**config.mk**
```make
export PLATFORM = sky130hd
export DESIGN_NAME = burst_gen
export DESIGN_NICKNAME = d
export VERILOG_FILES = /design/src/rtl/burst_gen.sv
export SDC_FILE = /design/constraint.sdc
export NUM_CORES = 1
export LEC_CHECK = 0
export BUFFER_PORTS_ARGS = -buffer_cell sky130_fd_sc_hd__buf_4
export CELL_PAD_IN_SITES_DETAIL_PLACEMENT = 2
export CELL_PAD_IN_SITES_GLOBAL_PLACEMENT = 2
export CORE_MARGIN = 2
export CORE_UTILIZATION = 38
export DETAILED_ROUTE_END_ITERATION = 12
export PLACE_DENSITY = 0.81
export SLEW_MARGIN = 10
export SYNTH_ARGS = -nofsm -noshare
export SYNTH_HDL_FRONTEND = slang
export SYNTH_SLANG_ARGS = --single-unit
```
**constraint.sdc**
```tcl
create_clock -name clk -period 3.4 [get_ports clk]
set_clock_uncertainty 0.1 [all_clocks]
set_input_delay 0.51 -clock clk [delete_from_list [all_inputs] [get_ports clk]]
set_output_delay 0.51 -clock clk [all_outputs]
set_load 0.05 [all_outputs]
```
**src/rtl/burst_gen.sv**
```systemverilog
// rtl/burst_gen.sv - chip-select framed address burst generator
// Outputs are registered from the current state, so they trail the FSM by one cycle.
module burst_gen #(
  parameter int AW    = 5,
  parameter int LW    = 5,
  parameter int SYNC  = 2,
  parameter int SETUP = 4,
  parameter int HOLD  = 4
) (
  input  logic          clk,
  input  logic          rst,
  input  logic          req,
  input  logic          wr,
  input  logic [AW-1:0] base,
  input  logic [LW-1:0] len,
  input  logic          abort,
  output logic          csn,
  output logic          we,
  output logic          re,
  output logic [AW-1:0] addr,
  output logic [LW-1:0] st,
  output logic          busy,
  output logic          done
);

  typedef enum logic [2:0] {
    IDLE = 3'd0,
    CS0  = 3'd1,
    DATA = 3'd2,
    CS1  = 3'd3,
    REDY = 3'd4
  } state_t;

  state_t        state;
  logic [LW-1:0] cnt;
  logic [SYNC-1:0] sync_q;
  logic [SYNC-1:0] sync_next;
  logic          req_s;
  logic          wr_l;
  logic [AW-1:0] base_l;
  logic [LW-1:0] len_l;
  logic          first;
  logic          beat;

  always_comb begin
    sync_next    = sync_q << 1;
    sync_next[0] = req;
  end

  assign req_s = sync_q[SYNC-1];
  assign st    = cnt;

  // An abort seen during DATA suppresses the strobe that would otherwise follow.
  assign beat = (state == DATA) && !abort;

  always_ff @(posedge clk or negedge rst) begin
    if (!rst) begin
      state  <= IDLE;
      cnt    <= '0;
      sync_q <= '0;
      wr_l   <= 1'b0;
      base_l <= '0;
      len_l  <= '0;
      first  <= 1'b0;
      csn    <= 1'b1;
      we     <= 1'b0;
      re     <= 1'b0;
      addr   <= '0;
      busy   <= 1'b0;
      done   <= 1'b0;
    end else begin
      sync_q <= sync_next;

      csn  <= !((state == CS0) || (state == DATA));
      we   <= beat && wr_l;
      re   <= beat && !wr_l;
      busy <= (state == CS0) || (state == DATA) || (state == CS1);
      done <= (state == REDY) && first;
      if (beat) begin
        addr <= base_l + AW'(cnt);
      end

      case (state)
        IDLE: begin
          cnt <= '0;
          if (req_s) begin
            wr_l   <= wr;
            base_l <= base;
            len_l  <= len;
            state  <= CS0;
          end
        end
        CS0: begin
          if (abort) begin
            cnt   <= '0;
            state <= CS1;
          end else if (cnt == LW'(SETUP - 1)) begin
            cnt   <= '0;
            state <= DATA;
          end else begin
            cnt <= cnt + LW'(1);
          end
        end
        DATA: begin
          if (abort || (cnt == len_l)) begin
            cnt   <= '0;
            state <= CS1;
          end else begin
            cnt <= cnt + LW'(1);
          end
        end
        CS1: begin
          if (cnt == LW'(HOLD - 1)) begin
            cnt   <= '0;
            first <= 1'b1;
            state <= REDY;
          end else begin
            cnt <= cnt + LW'(1);
          end
        end
        REDY: begin
          cnt   <= '0;
          first <= 1'b0;
          if (!req_s) begin
            state <= IDLE;
          end
        end
        default: begin
          cnt   <= '0;
          first <= 1'b0;
          state <= IDLE;
        end
      endcase
    end
  end

endmodule

```
* After elaboration in Yosys (flattened, before gate mapping)
Cells that the tools add are included.
Widths: inputs -> output; s select.
** Cells by class
- Add/sub/neg operators :: 2
- Eq/ne operators :: 11
- Mux-type cells :: 13
- Bitwise gates (word level) :: 1
- Reductions and logical operators :: 15
** Operators by type and width (number)
- $mux 3 :: 6
- $mux 5 :: 3
- $pmux 3 s5 :: 1
- $pmux 5 s3 :: 1
- $eq 3x2->1 const B :: 2
- $add 5x1->5 const B :: 1
- $add 5x5->5 :: 1
- $eq 5x2->1 const B :: 1
- $eq 5x5->1 :: 1
- $reduce_and 5->1 :: 1
- $logic_and 1x1->1 :: 4
- $ne 2x1->1 const B :: 2
- $ne 2x2->1 const B :: 2
- $reduce_and 2->1 :: 2
- $eq 3x1->1 const B :: 1
- $eq 3x3->1 const B :: 1
- $logic_not 1->1 :: 3
- $logic_not 3->1 :: 1
- $logic_or 1x1->1 :: 3
- $ne 3x2->1 const B :: 1
- $reduce_or 3->1 :: 1
- $pmux 1 s2 :: 1
- $mux 1 :: 1
- $not 1->1 :: 1
** Word-level totals
- Register bits after elaboration :: 32
- Bits of input ports :: 15
- Output and inout bits :: 15
- Logic and storage cells :: 55

* Logic depth before layout (Yosys ltp)
- Depth after elaboration :: 4
- Depth in mapped cells :: 7
- Mapped depth without buffers :: 6

* Worst setup path after synthesis
No wires, ideal clock.
- Kind :: register to register
- Start point :: reg cnt[1] (netlist: st[1])
- End point :: reg cnt[0] (netlist: st[0])
- Setup time :: 0.150 ns
- Arrival :: 1.986 ns
- Required time :: 3.150 ns
- Setup slack :: 1.164 ns
- Stages on the path, launching flop included :: 6
- Buffers on the path :: 0
- Clock period less this slack :: 2.236 ns
- Path through :: dfrtp_1 -> ha_1 -> nor4b_4 -> nor3_4 -> a2111oi_4 -> nor3b_1
** On the way
- Longest elaborated chain between the ends :: 4
- Elaborated cells on any way between the ends :: 7
- Those cells by class :: eq/ne (2); mux (4); reduce/logical (1)
** RTL lines
- start, declared :: RTL line 35 : logic [LW-1:0] cnt;
- start signal, assigned :: RTL line 101 : cnt <= cnt + LW'(1);
- start signal, assigned :: RTL line 109 : cnt <= cnt + LW'(1);
- start signal, assigned :: RTL line 118 : cnt <= cnt + LW'(1);
- $eq 5x2->1 / $eq 5x5->1 (equally long branches) :: RTL line 97, 113, 105
- $mux 5 / $logic_or 1x1->1 (equally long branches) :: RTL line 97, 113, 105
- $mux 5 (on tied branches) :: RTL line 94, 105
- $pmux 5 s3 (*) :: RTL line 83 : case (state)
Every way passes the cells marked *; elsewhere a longest branch is shown, timed or not.
A chain may end at the register's enable or synchronous reset.

* Worst setup path in the final report
- Start point :: reg cnt[0] (netlist: st[0])
- End point :: reg cnt[0] (netlist: st[0])
** On the way
- Longest elaborated chain between the ends :: 4
- Elaborated cells on any way between the ends :: 8
- Those cells by class :: add/sub (1); eq/ne (2); mux (4); reduce/logical (1)
** RTL lines (RTL line)
- $add 5x1->5 (tied with other cells) :: 101, 109, 118
- $mux 5 / $logic_or 1x1->1 (equally long branches) :: 97, 113, 105
- $mux 5 (on tied branches) :: 94, 105
- $pmux 5 s3 (*) :: 83
Marks and branches as above.

==> tab_implementation.tex <==
\begin{tabular}{lr}
\hline
Metric & Value \\
\hline
\multicolumn{2}{l}{\textbf{Timing}} \\
Final worst hold slack & 0.0491 ns \\
Setup-failing EPs final & 0 \\
Achievable Freq & 0.478 GHz \\
Minimum clock period & 2.09 ns \\
Number of pins with negative max-slew slack in the final report & 0 \\
Share of the cycle needed by the critical path after routing & 0.615 \\
Setup repair after global routing missed its margin & false \\
Measured slew at the worst slew-check pin & 0.618 ns \\
Number of failing hold endpoints at the final stage & 0 \\
Worst setup slack after layout & 1.31 ns \\
TNS Setup & 0 ns \\
Normalized max-slew margin & 0.588 \\
\multicolumn{2}{l}{\textbf{Critical path}} \\
Worst Setup Start Kind & flop \\
Category of the worst setup path capture point & flop \\
Worst Setup Path Type & flop to flop \\
Reg2Reg Depth & 5 \\
Largest driver fanout on the critical path & 7 \\
R2R setup slack & 1.31 ns \\
CP Data Required Time & 3.46 ns \\
Start of the worst register-to-register path & st[0] \\
Arrival time of the worst setup path & 2.15 ns \\
Crit Reg-Reg Endpoint & st[0] \\
\multicolumn{2}{l}{\textbf{Routing}} \\
Total via count after detailed routing & 1,109 \\
Routed wire length & 3.59 mm \\
Routed Antenna Nets & 0 \\
Drt first-iter violations & 23 \\
Initial DRT Pass Iterations & 4 \\
Remaining design rule violation count & 0 \\
Routed wire per std cell & 16.8 um \\
Via/cell ratio & 5.18 \\
\multicolumn{2}{l}{\textbf{Floorplan}} \\
Initial standard-cell utilization of the core & 0.389 \\
Die area & 4600 sq um \\
Y dimension of the die & 67.8 um \\
Number of top-level design ports & 30 \\
Core region area & 3970 sq um \\
Horizontal extent of the die & 67.8 um \\
Standard-cell row count & 23 \\
\multicolumn{2}{l}{\textbf{Power and ir drop}} \\
Switching power as a share of total power & 0.426 \\
Overall power of the completed layout & 1.76 mW \\
Logic pwr share & 0.458 \\
Clock Power Share & 0.173 \\
Cell internal pwr & 1.01 mW \\
Switching power & 752 uW \\
Total power divided by cell area & 943 nW/um\^{}2 \\
Leakage power total & 0.903 nW \\
Sequential cell fraction of total power & 0.369 \\
Worst voltage drop across the vdd grid & 0.321 mV \\
\multicolumn{2}{l}{\textbf{Placed design}} \\
Total half-perimeter wirelength after legalization and detailed placement & 2.63 mm \\
RD Place Congestion & 0.746 \\
Pre-CTS worst setup slack & 1.30 ns \\
Number of buffers inserted by port buffering & 29 \\
Total placed instance area & 1780 sq um \\
\multicolumn{2}{l}{\textbf{Worst hold path}} \\
Class of the worst hold path & primary input to asynchronous set/reset pin \\
\multicolumn{2}{l}{\textbf{Layout}} \\
Final net count & 184 \\
Post-route cell area & 1870 sq um \\
\# diodes & 0 \\
Area growth from synthesis to layout & 21.0\% \\
Fraction of final layout cells with drive strength greater than 1 & 0.305 \\
\multicolumn{2}{l}{\textbf{Clock tree}} \\
CTS root buf & sky130\_fd\_sc\_hd\_\_clkbuf\_8 \\
Number of gates resized after cts & 0 \\
Num Clock Sinks & 32 \\
Worst-Skew Late Latency & 0.29 ns \\
Post-CTS setup buffer count & 0 \\
Clock input transition at the sequential cells of the worst setup and hold paths & 0.07 ns \\
Number of clock buffers inserted by TritonCTS & 5 \\
Number of buffers added to fix hold violations after cts & 0 \\
CTS tree & done \\
H-tree depth & 2 \\
Clock Path Buffers & 2 \\
\multicolumn{2}{l}{\textbf{Global routing}} \\
Number of antenna violations at the first check in global routing & 0 \\
Overall routing resource usage & 0.190 \\
Largest net degree at the start of global routing & 33 \\
Wire length of the first global-routing pass & 6.09 mm \\
Via count of the first global-routing pass & 1,234 \\
Overflow after GRT & 0 \\
\multicolumn{2}{l}{\textbf{Logic synthesis}} \\
Part of the Yosys area used for sequential elements & 0.519 \\
Post-synthesis area per instance & 11.6 sq um \\
Gate Count Post-Synth & 133 \\
Post-synth net total & 154 \\
Ys async rst share & 1.00 \\
Synth Register Bits & 32 \\
Synth Cell Area & 1550 sq um \\
Total of warnings raised by yosys & 0 \\
Synth cell types & 41 \\
Post-synth top flop & sky130\_fd\_sc\_hd\_\_dfrtp\_1 \\
Number of flops mapped to enable cells by yosys & 0 \\
\multicolumn{2}{l}{\textbf{Status}} \\
Run status & completed \\
\multicolumn{2}{l}{\textbf{Run}} \\
Max-capacitance violation count & 0 \\
\hline
\end{tabular}
## through the flow
| step | util | cells |
|---|---|---|
| after detailed placement | 0.449 | 206 |
| after global routing | 0.471 | 214 |
| after floorplan | - | 133 |
| final | 0.471 | 214 |
| after CTS | 0.471 | 214 |
| after global placement | 0.449 | 206 |
## power groups by stage
stage	sequential, mW	clock (mW)	combinational [mW]
after CTS	0.655	0.315	0.822
after floorplan	0.802	0	0.449
after global placement	0.648	0	0.779
after detailed placement	0.661	0	0.813
final	0.651	0.305	0.809
after global routing	0.678	0.330	0.895
## synth_stat cells (2+ instances only)
| library cell | count | area [sq um] |
|---|---|---|
| sky130_fd_sc_hd__a21o_1 | 2 | 15.0 |
| sky130_fd_sc_hd__a21oi_1 | 2 | 10.0 |
| sky130_fd_sc_hd__and2b_1 | 2 | 15.0 |
| sky130_fd_sc_hd__and3_1 | 2 | 12.5 |
| sky130_fd_sc_hd__buf_2 | 3 | 15.0 |
| sky130_fd_sc_hd__buf_6 | 2 | 22.5 |
| sky130_fd_sc_hd__dfrtp_1 | 31 | 776 |
| sky130_fd_sc_hd__ha_1 | 5 | 62.6 |
| sky130_fd_sc_hd__inv_1 | 6 | 22.5 |
| sky130_fd_sc_hd__mux2_2 | 7 | 78.8 |
| sky130_fd_sc_hd__nand2_1 | 18 | 67.6 |
| sky130_fd_sc_hd__nand3_1 | 2 | 10.0 |
| sky130_fd_sc_hd__nor2_1 | 9 | 33.8 |
| sky130_fd_sc_hd__o21ai_0 | 8 | 40.0 |
| sky130_fd_sc_hd__xnor2_1 | 6 | 52.6 |
| sky130_fd_sc_hd__xor2_1 | 3 | 26.3 |
## critical path, stage by stage (launching register included)
cell and delay [ns]:
sky130_fd_sc_hd__dfrtp_1 0.47, sky130_fd_sc_hd__ha_1 0.25, sky130_fd_sc_hd__nor4b_4 0.45, sky130_fd_sc_hd__nor3_4 0.10, sky130_fd_sc_hd__a2111oi_4 0.48, sky130_fd_sc_hd__nor3b_1 0.10
## logic make-up (layout without fill, tap and decap cells)
| group | count (synthesis) | count (layout) | synth area share |
|---|---|---|---|
| buffers and inverters | 12 | 43 | 0.0437 |
| adders and majority gates | 6 | 6 | 0.0534 |
| and+or+nand+nor | 44 | 44 | 0.163 |
| xor gates and xnor gates | 9 | 9 | 0.0510 |
| AOI/OAI and AO/OA | 23 | 23 | 0.120 |
| DFF | 32 | 32 | 0.519 |
| muxes | 7 | 7 | 0.0510 |
## flip-flops by register name, summed over array words and instances, names as in the netlist, 2 cells and up
signal and flops:
addr 5, base_l 5, len_l 5, st 5
state 3, sync_q 2
## routing by layer
metal	share of wire	GRT usage	wire, um
met1	0.43	0.226	1550
met2	0.49	0.299	1750
met3	0.060	0.0750	214
met4	0.021	0.0900	76
met5	0	0	0
## layout by cell type (no fill, tap or decap), types with 2 or more instances in the layout
cell type	netlist	routed
sky130_fd_sc_hd__dfrtp_1	31	31
sky130_fd_sc_hd__buf_4	1	29
sky130_fd_sc_hd__nand2_1	18	18
sky130_fd_sc_hd__nor2_1	9	9
sky130_fd_sc_hd__o21ai_0	8	8
sky130_fd_sc_hd__mux2_2	7	7
sky130_fd_sc_hd__inv_1	6	6
sky130_fd_sc_hd__xnor2_1	6	6
sky130_fd_sc_hd__clkbuf_8	0	6
sky130_fd_sc_hd__ha_1	5	5
sky130_fd_sc_hd__xor2_1	3	3
sky130_fd_sc_hd__and2b_1	2	2
sky130_fd_sc_hd__nand3_1	2	2
sky130_fd_sc_hd__and3_1	2	2
sky130_fd_sc_hd__a21o_1	2	2
sky130_fd_sc_hd__a21oi_1	2	2
sky130_fd_sc_hd__clkbuf_1	0	2
## area by class of cell
type	count	area (sq um)
clock buffers	8	90.1
inverters	6	22.5
flip-flops and latches	32	802
fillers	417	2100
repair buffers	29	218
well taps	50	62.6
multi-input cells	89	677
## how the worst max path moves through the flow
stage | from | to | slack [ns]
after floorplan | st[1] | st[0] | 1.16
after detailed placement | st[1] | st[0] | 1.30
after CTS | st[1] | st[0] | 1.29
after global placement | st[1] | st[1] | 1.42
after global routing | st[0] | st[1] | 1.12
final | st[0] | st[0] | 1.31
Note: power is estimated with default switching activity, not from simulation.
